===== config.mk =====
export PLATFORM = sky130hd
export DESIGN_NAME = mastermind_round_ctrl
export DESIGN_NICKNAME = d
export VERILOG_FILES = /design/src/rtl/mastermind_round_ctrl.sv
export SDC_FILE = /design/constraint.sdc
export NUM_CORES = 1
export LEC_CHECK = 0
export ABC_AREA = 1
export BUFFER_PORTS_ARGS = -buffer_cell sky130_fd_sc_hd__buf_4
export CAP_MARGIN = 10
export CORE_MARGIN = 2
export CORE_UTILIZATION = 57
export CTS_BUF_LIST = sky130_fd_sc_hd__clkbuf_2
export CTS_CLUSTER_DIAMETER = 100
export DETAILED_ROUTE_END_ITERATION = 10
export PLACE_DENSITY_LB_ADDON = 0.12
export SETUP_SLACK_MARGIN = 0.1
export SLEW_MARGIN = 15
export SYNTH_ARGS = -nofsm -noshare
export SYNTH_HDL_FRONTEND = slang
export SYNTH_SLANG_ARGS = --single-unit

===== constraint.sdc =====
create_clock -name clk -period 2.8 [get_ports clk]
set_input_delay 0.28 -clock clk [delete_from_list [all_inputs] [get_ports clk]]
set_output_delay 0.28 -clock clk [all_outputs]
set_load 0.05 [all_outputs]

===== src/rtl/mastermind_round_ctrl.sv =====
// mastermind_round_ctrl: round sequencer for two-player Mastermind.
// Turns enterA/enterB presses and letterIn into letter-store writes, runs the
// compare handshake with the scoring datapath, and tracks lives, roles and score.
// Ports:
//   clk, rst (async active-low), enterA/enterB (level buttons), letterIn[2:0]
//   cmp_done/exact_cnt[2:0]  : scorer result handshake
//   wr_en/wr_sel/wr_idx/wr_data : letter store write port (sel 0 code, 1 guess)
//   cmp_start : one-cycle compare request
//   maker, phase[2:0], lives[2:0], score_a/score_b[1:0], fb_exact[2:0], err
module mastermind_round_ctrl #(
  parameter int unsigned LIVES       = 3,
  parameter int unsigned WIN_SCORE   = 2,
  parameter int unsigned SHOW_CYCLES = 50
) (
  input  logic       clk,
  input  logic       rst,
  input  logic       enterA,
  input  logic       enterB,
  input  logic [2:0] letterIn,
  input  logic       cmp_done,
  input  logic [2:0] exact_cnt,
  output logic       wr_en,
  output logic       wr_sel,
  output logic [1:0] wr_idx,
  output logic [2:0] wr_data,
  output logic       cmp_start,
  output logic       maker,
  output logic [2:0] phase,
  output logic [2:0] lives,
  output logic [1:0] score_a,
  output logic [1:0] score_b,
  output logic [2:0] fb_exact,
  output logic       err
);

  localparam logic [2:0] PH_IDLE      = 3'd0;
  localparam logic [2:0] PH_CODE      = 3'd1;
  localparam logic [2:0] PH_GUESS     = 3'd2;
  localparam logic [2:0] PH_CMP       = 3'd3;
  localparam logic [2:0] PH_SHOW      = 3'd4;
  localparam logic [2:0] PH_ROUND_END = 3'd5;
  localparam logic [2:0] PH_OVER      = 3'd6;

  localparam int unsigned     CNT_W      = (SHOW_CYCLES > 1) ? $clog2(SHOW_CYCLES) : 1;
  localparam logic [CNT_W-1:0] CNT_LOAD  = CNT_W'(SHOW_CYCLES - 1);
  localparam logic [2:0]      LIVES_INIT = 3'(LIVES);
  localparam logic [1:0]      WIN_L      = 2'(WIN_SCORE);

  logic             enter_a_d, enter_b_d;
  logic [1:0]       idx;
  logic [CNT_W-1:0] cnt;

  logic [2:0]       phase_n, lives_n, fb_exact_n, wr_data_n;
  logic [1:0]       idx_n, score_a_n, score_b_n, wr_idx_n;
  logic [CNT_W-1:0] cnt_n;
  logic             maker_n, wr_en_n, wr_sel_n, cmp_start_n, err_n;

  logic press_a, press_b, maker_press, breaker_press, accepted, letter_ok;

  function automatic logic [1:0] sat_inc(input logic [1:0] v);
    return (v == 2'd3) ? v : v + 2'd1;
  endfunction

  // Rising-edge press detection and role mapping
  always_comb begin
    press_a       = enterA & ~enter_a_d;
    press_b       = enterB & ~enter_b_d;
    maker_press   = maker ? press_b : press_a;
    breaker_press = maker ? press_a : press_b;
    accepted      = (phase == PH_CODE) ? maker_press : breaker_press;
    letter_ok     = (letterIn != 3'b111);
  end

  // Next-state and registered-output logic
  always_comb begin
    phase_n     = phase;
    idx_n       = idx;
    lives_n     = lives;
    score_a_n   = score_a;
    score_b_n   = score_b;
    fb_exact_n  = fb_exact;
    maker_n     = maker;
    cnt_n       = cnt;
    wr_en_n     = 1'b0;
    wr_sel_n    = wr_sel;
    wr_idx_n    = wr_idx;
    wr_data_n   = wr_data;
    cmp_start_n = 1'b0;
    err_n       = 1'b0;

    case (phase)
      PH_IDLE: begin
        if (press_a || press_b) begin
          maker_n = 1'b0;
          lives_n = LIVES_INIT;
          idx_n   = 2'd0;
          phase_n = PH_CODE;
        end
      end

      PH_CODE, PH_GUESS: begin
        if (wr_en) begin
          // The write issued last cycle commits here: advance idx / phase.
          if (idx == 2'd3) begin
            idx_n = 2'd0;
            if (phase == PH_CODE) begin
              phase_n = PH_GUESS;
            end else begin
              phase_n     = PH_CMP;
              cmp_start_n = 1'b1;
            end
          end else begin
            idx_n = idx + 2'd1;
          end
        end else if (accepted) begin
          if (letter_ok) begin
            wr_en_n   = 1'b1;
            wr_sel_n  = (phase == PH_GUESS);
            wr_idx_n  = idx;
            wr_data_n = letterIn;
          end else begin
            err_n = 1'b1;
          end
        end
      end

      PH_CMP: begin
        if (cmp_done) begin
          // Out-of-range results are scored as a near miss, never a win.
          fb_exact_n = (exact_cnt > 3'd4) ? 3'd3 : exact_cnt;
          cnt_n      = CNT_LOAD;
          phase_n    = PH_SHOW;
        end
      end

      PH_SHOW: begin
        if (cnt == '0) begin
          if (fb_exact == 3'd4) begin
            if (maker) score_a_n = sat_inc(score_a);
            else       score_b_n = sat_inc(score_b);
            cnt_n   = CNT_LOAD;
            phase_n = PH_ROUND_END;
          end else begin
            lives_n = lives - 3'd1;
            if (lives <= 3'd1) begin
              if (maker) score_b_n = sat_inc(score_b);
              else       score_a_n = sat_inc(score_a);
              cnt_n   = CNT_LOAD;
              phase_n = PH_ROUND_END;
            end else begin
              idx_n   = 2'd0;
              phase_n = PH_GUESS;
            end
          end
        end else begin
          cnt_n = cnt - CNT_W'(1);
        end
      end

      PH_ROUND_END: begin
        if (cnt == '0) begin
          if ((score_a >= WIN_L) || (score_b >= WIN_L)) begin
            phase_n = PH_OVER;
          end else begin
            maker_n = ~maker;
            lives_n = LIVES_INIT;
            idx_n   = 2'd0;
            phase_n = PH_CODE;
          end
        end else begin
          cnt_n = cnt - CNT_W'(1);
        end
      end

      PH_OVER: begin
        if (press_a) begin
          score_a_n  = 2'd0;
          score_b_n  = 2'd0;
          maker_n    = 1'b0;
          fb_exact_n = 3'd0;
          phase_n    = PH_IDLE;
        end
      end

      default: phase_n = PH_IDLE;
    endcase
  end

  // State register
  always_ff @(posedge clk or negedge rst) begin
    if (!rst) begin
      phase     <= PH_IDLE;
      idx       <= 2'd0;
      lives     <= LIVES_INIT;
      score_a   <= 2'd0;
      score_b   <= 2'd0;
      fb_exact  <= 3'd0;
      maker     <= 1'b0;
      cnt       <= '0;
      enter_a_d <= 1'b0;
      enter_b_d <= 1'b0;
      wr_en     <= 1'b0;
      wr_sel    <= 1'b0;
      wr_idx    <= 2'd0;
      wr_data   <= 3'd0;
      cmp_start <= 1'b0;
      err       <= 1'b0;
    end else begin
      phase     <= phase_n;
      idx       <= idx_n;
      lives     <= lives_n;
      score_a   <= score_a_n;
      score_b   <= score_b_n;
      fb_exact  <= fb_exact_n;
      maker     <= maker_n;
      cnt       <= cnt_n;
      enter_a_d <= enterA;
      enter_b_d <= enterB;
      wr_en     <= wr_en_n;
      wr_sel    <= wr_sel_n;
      wr_idx    <= wr_idx_n;
      wr_data   <= wr_data_n;
      cmp_start <= cmp_start_n;
      err       <= err_n;
    end
  end

endmodule


Yosys cells after proc, flatten, opt, wreduce, memory -nomap -nowiden
Cells that the tools add are included.
Word-level totals
  output and inout port bits: 23
  bits in registers: 33
Operators by class
  bitwise gates (word level): 6
  equality and inequality tests: 28
  reduce and logical (&&, ||, !) cells: 20
  add/sub/neg operators: 5
  magnitude comparators: 4
  muxes and demuxes: 71
Operators with widths (number)
  $mux 3: 17
  $mux 2: 21
  $mux 6: 5
  $ne 2x2->1 const B: 11
  $mux 1: 20
  $ne 3x3->1 const B: 6
  $pmux 3 s6: 1
  $pmux 6 s3: 1
  $reduce_and 6->1: 3
  $eq 3x3->1 const B: 4
  $pmux 3 s3: 1
  $reduce_bool 3->1: 3
  $pmux 2 s2: 2
  $pmux 2 s4: 1
  $reduce_and 4->1: 2
  $reduce_and 8->1: 1
  $reduce_and 7->1: 1
  $add 2x1->2 const B: 3
  $eq 2x2->1 const B: 3
  $eq 3x2->1 const B: 2
  $logic_not 6->1: 1
  $pmux 3 s2: 1
  $sub 6x1->6 const B: 1
  $reduce_and 5->1: 1
  other kinds (15): 22

Longest topological paths before layout
Gate-level depths: netlist of run 1.
  depth after elaboration: 7
  depth in mapped cells: 11
  mapped depth without buffers: 10

Worst setup path after synthesis of run 1
OpenSTA, ideal clock, no wires.
  path kind: reg2reg
  start point: register score_a[0]
  end point: register lives[2]
  arrival: 1.620 ns
  clock period less this slack: 1.740 ns
  stages on the path, launching flop included: 11
  path slack: 1.060 ns
  data required time: 2.680 ns
  path through: dfrtp_1 > inv_1 > ha_1 > nor2_1 > nand2_1 > nand2_1 > nand2_1 > nor2_4 > nand2_2 > nand2_1 > nand2_1
On the way
  longest elaborated chain between the ends: 4
RTL lines
  from (decl): RTL line 30  | output logic [1:0] score_a,
  from (signal assigned): RTL line 212  | score_a <= score_a_n;
  $ge 2x2->1: RTL line 162  | if ((score_a >= WIN_L) || (score_b >= WIN_L)) begin
  $logic_or 1x1->1: RTL line 162
  $ne 2x2->1 (no line)
  $reduce_and 6->1 (no line)
  to (signal assigned): RTL line 211  | lives <= lives_n;
  to (decl): RTL line 29  | output logic [2:0] lives,
No other way between the ends.
A chain may end at the register's enable or synchronous reset.

Worst setup path after layout of run 1
  start point: register phase[2]
  end point: register phase[2]
On the way
  longest elaborated chain between the ends: 4
RTL lines
  from (decl): RTL line 28  | output logic [2:0] phase,
  from (signal assigned): RTL line 209  | phase <= phase_n;
  $eq 3x1->1 or $eq 3x2->1 (tied branches): RTL line 91  | case (phase)
  $reduce_or 2->1: RTL line 91
  $ne 2x2->1 (no line)
  $reduce_and 7->1 (no line)
Several ways; a longest one is shown, not always the timed one.

==> summary.md, run 1 <==
| Metric | Value |
|---|---|
| Wire length of the first global-routing pass | `8.29 mm` |
| Number of buffers added to fix hold violations after cts | `3` |
| Post-synthesis register bit count | `33` |
| Reg-to-reg slack, setup | `1.01 ns` |
| Worst reg2reg endpoint | `phase[2]` |
| Worst skew pair latency | `a little under 0.4 ns` |
| Sequential fraction of the synthesis area | `35.5%` |
| Total global routing overflow | `0` |
| Setup repair after global routing missed its margin | `no` |
| Count of flip-flops with a built-in enable after synthesis | `0` |
| Placed Instances | `398` |
| Final Routed Wirelength | `5.04 mm` |
| Final period utilization | `63.8%` |
| DRC violation count after routing | `0` |
| Number of global-route vias before repair | `1861` |
| CTS H-tree depth | `2` |
| Initial cell density of the core | `between 50 and 60%` |
| Number of cells traversed by the worst register-to-register path | `9` |
| Clock-pin slew reported for the worst setup and hold paths after clock tree synthesis | `~0.18 ns` |
| Sinks on the clock net | `33` |
| Area enclosed by the die boundary | `~0.0046 mm^2` |
| Headroom to the max-slew limit | `roughly three fifths` |
| Peak supply drop | `0.000621 V` |
| Largest fanout on the critical path | `10` |
| Cell area after synthesis | `~0.0023 mm^2` |
| Delay-heaviest family, CP | `simple AND/OR/NAND/NOR gates` |
| Time the final worst path needs with I/O delays and setup | `1.79 ns` |
| Top cells by count, synth | `115 x sky130_fd_sc_hd__nand2_1, 37 x sky130_fd_sc_hd__nand3_1, 33 x sky130_fd_sc_hd__inv_1` |
| Buffers inserted by post-CTS timing repair | `0` |
| Data arrival time of the worst path | `around 2.1 ns` |
| Cell chain of the critical path | `inv_2, nand3_2, nand2_2, nand2_1, nand2_1, nor2_2, nand2_1, nand2_1, nand2_1` |
| Dominant cell type by count on the critical path | `sky130_fd_sc_hd__nand2_1` |
| Maximum Capacitance Violations | `0` |
| Detail-routed via count per cell | `~5.1` |
| Die boundary height | `between 60 and 70 um` |
| Worst setup path endpoint | `phase[2]` |
| Area share of the leading cell type in the synthesized netlist | `between 30% and 40%` |
| Slowest cell on the critical path | `sky130_fd_sc_hd__dfrtp_1` |
| TritonCTS clock tree | `yes` |
| Global placer's final weighted congestion | `0.916` |
| Count of antenna diodes in the layout | `0` |
| Area added between synthesis and finish | `14.1%` |
| Count of cell types in the netlist | `33` |
| WL/cell | `roughly 12 um` |
| Initial detailed-routing violation count | `116` |
| Critical Path End Type | `flop` |
| Port-buffer cells | `33` |
| Top cell type by total area after synthesis | `sky130_fd_sc_hd__dfrtp_1` |
| Count of placed standard cells in the final layout, fillers left out | `409` |
| Worst Max-Slew Pin Slew | `0.626 ns` |
| Synthesized Nets | `338` |
| Antenna viol nets, final | `0` |
| Library cell used as clock root buffer | `sky130_fd_sc_hd__clkbuf_2` |
| Data required, critical path | `3.09 ns` |
| Setup-failing EPs final | `0` |
| Maximum clock path buffer count | `2` |
| Most common cell in the synthesized netlist | `sky130_fd_sc_hd__nand2_1` |
| Final hold vios | `0` |
| Result of the run | `completed` |
| Combined global-route utilization of all metal layers | `24.0%` |
| CTS Buf Count | `5` |
| Die Span X | `68.0 um` |
| Crit path buffers/inverters | `1` |
| Num rows | `23` |
| Count of instances resized after the clock tree is built | `0` |
| Total number of cells along the worst setup path | `9` |
| Crit path largest cell delay | `0.77 ns` |
| Crit path kind | `flop to flop` |
| Worst setup path startpoint | `phase[2]` |
| Share of layout cells above drive strength 1 | `23.4%` |
| Placeable Area | `0.00397 mm^2` |
| Vias | `2068` |
| # IOs | `34` |
| Most used flip-flop cell after synthesis | `sky130_fd_sc_hd__dfrtp_1` |
| Static leakage | `roughly 0.0015 uW` |
| Detailed placement HPWL | `3.92 mm` |
| Number of cells produced by synthesis | `320` |
| Pin count of the biggest net entering global routing | `34` |
| Filler Cell Count | `387` |
| Cell types occupying the most area after synthesis | `sky130_fd_sc_hd__dfrtp_1 33%, sky130_fd_sc_hd__nand2_1 18%, sky130_fd_sc_hd__nand3_1 7.9%` |
| Mean cell area of the mapped netlist | `7.30 um^2` |
| FMAX | `560 MHz` |
| Final layout net count | `376` |
| Power per unit of standard cell area | `1200 mW/mm^2` |
| Type of the worst min-delay path | `primary input to flop` |
| Startpoint of the lowest-slack register-to-register path | `phase[2]` |
| Yosys warning total | `0` |
| Total negative slack for setup checks | `0 ns` |
| First drt pass iteration count | `5` |
| Setup clock skew after layout | `0.0165 ns` |
| Setup crit start kind | `flop` |
| Antenna violations before repair | `0` |
| Async set or reset register ratio after synthesis | `100%` |
| Max-slew violation count | `0` |
## placed cells by master, fill, tap and decap left out, drive strengths merged
| cell | instances |
|---|---|
| ha | 7 |
| nor3 | 3 |
| dfstp | 2 |
| dlygate4sd3 | 3 |
| nand2 | 128 |
| nand3 | 43 |
| o21ai | 10 |
| and3 | 1 |
| xnor2 | 1 |
| nand3b | 3 |
| clkinv | 2 |
| inv | 41 |
| or2 | 2 |
| nand4 | 3 |
| clkbuf | 5 |
| buf | 33 |
| nor2 | 35 |
| dfrtp | 31 |
| a21oi | 4 |
| xor2 | 1 |
| clkinvlp | 1 |
## worst register-to-register path, cell delays in order (launching register included)
cell and delay, ns:
sky130_fd_sc_hd__dfrtp_1 0.77, sky130_fd_sc_hd__inv_2 0.15, sky130_fd_sc_hd__nand3_2 0.14, sky130_fd_sc_hd__nand2_2 0.10
sky130_fd_sc_hd__nand2_1 0.09, sky130_fd_sc_hd__nand2_1 0.07, sky130_fd_sc_hd__nor2_2 0.14, sky130_fd_sc_hd__nand2_1 0.11
sky130_fd_sc_hd__nand2_1 0.07, sky130_fd_sc_hd__nand2_1 0.06
## power by group
part	internal [uW]	total (uW)	leakage [uW]	switching (uW)
registers	669	920	0.000417	251
logic	660	2060	0.00107	1400
clock network	58.1	229	0.0000287	171
## sequential cells by signal, indices dropped and copies added, names as in the netlist
signal,cells
wr_sel,1
cnt,6
wr_en,1
score_b,2
wr_idx,2
maker,1
idx,2
enter_a_d,1
cmp_start,1
fb_exact,3
score_a,2
lives,3
enter_b_d,1
wr_data,3
phase,3
err,1
## final cells by class
cell class / instances / area [um^2] / area share (%)
inverter: 41 / 164 / 6.15
multi-input combinational: 241 / 1290 / 48.4
tap: 50 / 62.6 / 2.35
timing repair buffer: 36 / 278 / 10.4
clock inverter: 3 / 17.5 / 0.657
clock buffer: 5 / 25.0 / 0.939
sequential: 33 / 828 / 31.1
## cells by family (layout without fill, tap and decap cells)
group                    Yosys count  count (layout)  synth area share [%]
flip-flops                        33              33                  35.5
adder cells (fa/ha/maj)            7               7                  3.75
buffers and inverters             46              85                  9.32
AND/OR/NAND/NOR                  218             218                  47.2
AO/OA/AOI/OAI                     14              14                  3.48
XOR/XNOR                           2               2                 0.750
## stage by stage
step	total power, uW	cell area, um^2	utilization, %	worst slack, ns	hold slack (ns)
after global placement	2950	2590	65.3	1.11	0.245
after detailed placement	2990	2590	65.3	1.06	0.248
final	3210	2670	67.1	1.01	0.123
after global routing	3500	2670	67.1	0.818	0.117
after floorplan	2530	2340	-	1.06	-0.0156
after CTS	3230	2670	67.1	1.02	0.104
## metal layers
metal | GRT usage [%] | vias up | routed length, um
met5 | 0 | - | 0
met4 | 7.75 | 0 | 70
met3 | 4.93 | 5 | 251
met2 | 39.3 | 51 | 2390
met1 | 31.6 | 935 | 2330
li1 | - | 1077 | -
## worst min-delay path by stage
| stage | start | end | cells past startpoint |
|---|---|---|---|
| after floorplan | rst | cmp_start | 0 |
| after global placement | rst | cnt[3] | 1 |
| after detailed placement | rst | cnt[3] | 1 |
| after CTS | letterIn[1] | wr_data[1] | 3 |
| after global routing | letterIn[1] | wr_data[1] | 3 |
| final | letterIn[1] | wr_data[1] | 3 |
Power figures use the tool's default switching activity.
==> run 2, diff against run 1 <==
--- a/config.mk
+++ b/config.mk
@@ -5,7 +5,7 @@
 export SDC_FILE = /design/constraint.sdc
 export NUM_CORES = 1
 export LEC_CHECK = 0
-export ABC_AREA = 1
+export ABC_AREA = 0
 export BUFFER_PORTS_ARGS = -buffer_cell sky130_fd_sc_hd__buf_4
 export CAP_MARGIN = 10
 export CORE_MARGIN = 2
==> constraint.sdc (replaced) <==
create_clock -name clk -period 1.8 [get_ports clk]
set_input_delay 0.18 -clock clk [delete_from_list [all_inputs] [get_ports clk]]
set_output_delay 0.18 -clock clk [all_outputs]
set_load 0.05 [all_outputs]
==> run 2 against run 1 <==
Compared with the run above: the run now fails in global routing (5_1_grt); synthesized cell count decreased by 37%; synthesized area is 14% lower.
==> summary.md, run 2 <==
| Metric | Value |
|---|---|
| Total global routing overflow | `80` |
| Tool Error | `[ERROR GRT-0232] Routing congestion too high. Check the congestion heatmap in the GUI.` |
| Synthesized Nets | `221` |
| CTS H-tree depth | `2` |
| Top cells by count, synth | `31 x sky130_fd_sc_hd__dfrtp_1, 19 x sky130_fd_sc_hd__nor2_1, 13 x sky130_fd_sc_hd__inv_1` |
| Area share of the leading cell type in the synthesized netlist | `around two fifths` |
| Pin count of the biggest net entering global routing | `34` |
| Worst_ep grt | `lives[1]$_DFFE_PN1P_/D` |
| Yosys warning total | `0` |
| Stage where the flow stopped | `global routing (5_1_grt)` |
| Port-buffer cells | `33` |
| Count of cell types in the netlist | `55` |
| Top cell type by total area after synthesis | `sky130_fd_sc_hd__dfrtp_1` |
| Detailed placement HPWL | `4.33 mm` |
| Mean cell area of the mapped netlist | `9.89 um^2` |
| Die Span X | `63.4 um` |
| # IOs | `34` |
| Count of flip-flops with a built-in enable after synthesis | `0` |
| Cell area after synthesis | `0.00201 mm^2` |
| CTS Buf Count | `5` |
| Library cell used as clock root buffer | `sky130_fd_sc_hd__clkbuf_2` |
| Num rows | `21` |
| Initial cell density of the core | `about three fifths` |
| Most common cell in the synthesized netlist | `sky130_fd_sc_hd__dfrtp_1` |
| Post-synthesis register bit count | `33` |
| Combined global-route utilization of all metal layers | `between 70% and 80%` |
| Result of the run | `aborted with a tool error` |
| Global placer's final weighted congestion | `0.934` |
| Die boundary height | `~63 um` |
| Sinks on the clock net | `33` |
| Post-Place Worst Slack | `-0.219 ns` |
| Kind of endpoint with the least setup slack | `register input` |
| Maximum clock path buffer count | `2` |
| Most used flip-flop cell after synthesis | `sky130_fd_sc_hd__dfrtp_1` |
| Async set or reset register ratio after synthesis | `100%` |
| Number of cells produced by synthesis | `slightly above 200` |
| Sequential fraction of the synthesis area | `41.2%` |
| Cell types occupying the most area after synthesis | `sky130_fd_sc_hd__dfrtp_1 39%, sky130_fd_sc_hd__mux2_2 4.5%, sky130_fd_sc_hd__ha_1 4.4%` |
## run 2: cell types whose count changed after synthesis, moves of 6 or more
cell / change
sky130_fd_sc_hd__mux2_2: +8
sky130_fd_sc_hd__o31ai_1: +6
sky130_fd_sc_hd__nand3_1: -36
sky130_fd_sc_hd__nor2_1: -6
sky130_fd_sc_hd__inv_1: -20
sky130_fd_sc_hd__nand2_2: -8
sky130_fd_sc_hd__inv_2: -6
sky130_fd_sc_hd__nand2_1: -103
## run 2: cells by family after synthesis
logic type               count (synthesis)  share of synthesized area (%)
XOR/XNOR                                 3                           1.31
multiplexers                            14                           8.10
AND/OR/NAND/NOR                         73                           21.1
flip-flops                              33                           41.2
adder cells (fa/ha/maj)                  9                           5.36
AO/OA/AOI/OAI                           49                           18.3
buffers and inverters                   22                           4.55
## run 2: timing repair
item                                    in CTS
endpoints found under the setup margin      23
hold buffers                                 3
endpoints found under the hold margin       33
setup buffers                               10
pin swaps                                   13
resized for setup                           21
## run 2: layer usage
layer | GRT usage (%) | GRT overflow
met1 | 81.4 | 0
met2 | 99.2 | 49
met3 | 47.0 | 0
met4 | 84.2 | 31
met5 | 0 | 0
## run 2: stage by stage
step	instance area (um^2)	cells	utilization, %
2_1_floorplan	2100	203	-
3_5_place_dp	2730	323	81.2
4_1_cts	2960	344	87.9
3_3_place_gp	2730	323	81.2
==> run 3, diff against run 2 <==
--- a/config.mk
+++ b/config.mk
@@ -9,12 +9,9 @@
 export BUFFER_PORTS_ARGS = -buffer_cell sky130_fd_sc_hd__buf_4
 export CAP_MARGIN = 10
 export CORE_MARGIN = 2
-export CORE_UTILIZATION = 57
-export CTS_BUF_LIST = sky130_fd_sc_hd__clkbuf_2
-export CTS_CLUSTER_DIAMETER = 100
+export CORE_UTILIZATION = 40
 export DETAILED_ROUTE_END_ITERATION = 10
-export PLACE_DENSITY_LB_ADDON = 0.12
-export SETUP_SLACK_MARGIN = 0.1
+export PLACE_DENSITY_LB_ADDON = 0.15
 export SLEW_MARGIN = 15
 export SYNTH_ARGS = -nofsm -noshare
 export SYNTH_HDL_FRONTEND = slang
==> run 3 against run 2 <==
Compared with the run above: the flow now finishes, with violations (setup timing); synthesized cell count unchanged; synthesized area unchanged.
==> summary.md, run 3 <==
| Metric | Value |
|---|---|
| Result of the run | `finished with violations` |
| Violations in the final reports | `setup timing` |
| Setup repair after global routing missed its margin | `yes` |
| Worst Max-Slew Pin Slew | `0.459 ns` |
| Power per unit of standard cell area | `1830 mW/mm^2` |
| # IOs | `34` |
| Post-synthesis register bit count | `33` |
| Die Span X | `74.9 um` |
| Setup-failing EPs final | `15` |
| Maximum Capacitance Violations | `0` |
| CTS H-tree depth | `2` |
| Count of antenna diodes in the layout | `0` |
| Detail-routed via count per cell | `5.13` |
| Async set or reset register ratio after synthesis | `100%` |
| Max-slew violation count | `0` |
| Type of the worst min-delay path | `primary input to flop` |
| First drt pass iteration count | `4` |
| Sinks on the clock net | `33` |
| Area enclosed by the die boundary | `0.00560 mm^2` |
| Time the final worst path needs with I/O delays and setup | `2.02 ns` |
| Placeable Area | `0.00479 mm^2` |
| Count of flip-flops with a built-in enable after synthesis | `0` |
| Most common cell after layout, fill and taps aside | `sky130_fd_sc_hd__buf_4` |
| Crit path kind | `flop to flop` |
| Synthesized Nets | `221` |
| Critical Path End Type | `flop` |
| Setup crit start kind | `flop` |
| Mean cell area of the mapped netlist | `9.89 um^2` |
| Worst skew pair latency | `0.29 ns` |
| TritonCTS clock tree | `yes` |
| Library cell used as clock root buffer | `sky130_fd_sc_hd__clkbuf_8` |
| Initial detailed-routing violation count | `110` |
| Clock-pin slew reported for the worst setup and hold paths after clock tree synthesis | `0.07 ns` |
| Headroom to the max-slew limit | `69.1%` |
| Final period utilization | `112%` |
| Sequential fraction of the synthesis area | `41.2%` |
| Setup clock skew after layout | `0.00750 ns` |
| Most used flip-flop cell after synthesis | `sky130_fd_sc_hd__dfrtp_1` |
| Pin count of the biggest net entering global routing | `34` |
| Count of cell types in the netlist | `55` |
| Number of flip-flops under the largest register name | `6` |
| Register bank with the most flops | `cnt` |
| Cell area after synthesis | `0.00201 mm^2` |
| Largest fanout on the critical path | `3` |
| Total negative slack for setup checks | `-1.71 ns` |
| Yosys warning total | `0` |
| Peak supply drop | `0.00113 V` |
| Wire length of the first global-routing pass | `8.98 mm` |
| Antenna viol nets, final | `0` |
| Die boundary height | `74.9 um` |
| Highest-count cells in the layout ignoring fill and taps | `89 x sky130_fd_sc_hd__buf_4, 18 x sky130_fd_sc_hd__dfrtp_1, 15 x sky130_fd_sc_hd__nor2_1` |
| Detailed placement HPWL | `3.93 mm` |
| Combined global-route utilization of all metal layers | `21.3%` |
| Total global routing overflow | `0` |
| DRC violation count after routing | `0` |
| Num rows | `25` |
| Data required, critical path | `just over 2 ns` |
| Initial cell density of the core | `42.0%` |
| Final layout net count | `313` |
| Final Routed Wirelength | `between 5 and 6 mm` |
| WL/cell | `15.3 um` |
| Final core utilization | `64.3%` |
| Antenna violations before repair | `0` |
| Most common cell in the synthesized netlist | `sky130_fd_sc_hd__dfrtp_1` |
| Setup slack after layout | `-0.216 ns` |
| Share of layout cells above drive strength 1 | `a little over half` |
| Number of global-route vias before repair | `1891` |
| Top cell type by total area after synthesis | `sky130_fd_sc_hd__dfrtp_1` |
| Maximum clock path buffer count | `2` |
| FMAX | `~500 MHz` |
| Number of cells produced by synthesis | `just over 200` |
| Area added between synthesis and finish | `53.1%` |
| Cell types occupying the most area after synthesis | `sky130_fd_sc_hd__dfrtp_1 39%, sky130_fd_sc_hd__mux2_2 4.5%, sky130_fd_sc_hd__ha_1 4.4%` |
| CTS Buf Count | `5` |
| Static leakage | `0.00141 uW` |
| Global placer's final weighted congestion | `roughly 0.87` |
| Final hold vios | `0` |
| Data arrival time of the worst path | `2.23 ns` |
| Area share of the leading cell type in the synthesized netlist | `38.6%` |
| Vias | `1864` |
| Top cells by count, synth | `31 x sky130_fd_sc_hd__dfrtp_1, 19 x sky130_fd_sc_hd__nor2_1, 13 x sky130_fd_sc_hd__inv_1` |
| Port-buffer cells | `33` |
run 3: metal layers:
metal	vias to the layer above	wire, um	track usage (%)
met4	0	81	7.34
met5	-	0	0
met1	881	2630	29.3
met2	39	2650	33.4
met3	8	204	4.55
li1	936	-	-
run 3: critical path: stages (launching register included):
cell and delay (ns):
sky130_fd_sc_hd__dfrtp_1 0.39, sky130_fd_sc_hd__inv_2 0.08, sky130_fd_sc_hd__ha_4 0.13, sky130_fd_sc_hd__and2b_2 0.17
sky130_fd_sc_hd__nand2_2 0.07, sky130_fd_sc_hd__a221o_1 0.37, sky130_fd_sc_hd__or3_4 0.43, sky130_fd_sc_hd__mux2_4 0.30
run 3: timing repair:
item                                   CTS  global route
setup buffers                            6             2
hold buffers                             2             0
pin swaps                                9             9
endpoints found under the hold margin   32             0
setup endpoints to repair               15            19
resized for setup                       16            22
run 3: power by group:
group / internal [uW] / leakage (uW) / switching [uW] / total, uW
registers: 1030 / 0.000383 / 227 / 1260
logic: 1700 / 0.000985 / 2140 / 3840
clock network: 275 / 0.0000395 / 267 / 542
run 3: final timing paths:
| kind | from | endpoint | slack [ns] | cells past startpoint |
|---|---|---|---|---|
| setup / recovery | cnt[0] | lives[0] | -0.22 | 7 |
| hold / removal | enterA | enter_a_d | 0.008 | 1 |
| setup reg to reg | cnt[0] | lives[0] | -0.22 | 7 |
| hold reg to reg | wr_data[2] | wr_data[2] | 0.49 | 1 |
| max in group asynchronous | rst | lives[0] | 1.09 | 2 |
| min in group asynchronous | rst | cnt[3] | 0.37 | 2 |
run 3: cell type report:
type | count | area (um^2)
Clock buffer | 8 | 80.1
Fill cell | 405 | 1710
Inverter | 13 | 48.8
Multi-Input combinational cell | 148 | 1300
Sequential cell | 33 | 845
Tap cell | 67 | 83.8
Timing Repair Buffer | 94 | 722
run 3: cells by family (layout without fill, tap and decap cells):
| kind of cell | count (synthesis) | in the layout | synth area share [%] |
|---|---|---|---|
| and+or+nand+nor | 73 | 73 | 21.1 |
| buffers and inverters | 22 | 115 | 4.55 |
| xor gates and xnor gates | 3 | 3 | 1.31 |
| adders and majority gates | 9 | 9 | 5.36 |
| DFF | 33 | 33 | 41.2 |
| AOI/OAI and AO/OA | 49 | 49 | 18.3 |
| muxes | 14 | 14 | 8.10 |
run 3: metrics by stage:
step	total power, uW	hold WS, ns	cell area [um^2]	setup slack [ns]	instances
global placement	4510	0.153	2750	-0.210	345
detailed placement	4540	0.149	2750	-0.209	345
global route	5960	0.00157	3080	-0.258	363
floorplan	3320	-0.116	2090	-0.343	203
CTS	5360	0.00196	2950	-0.224	361
finish	5640	0.00823	3080	-0.216	363
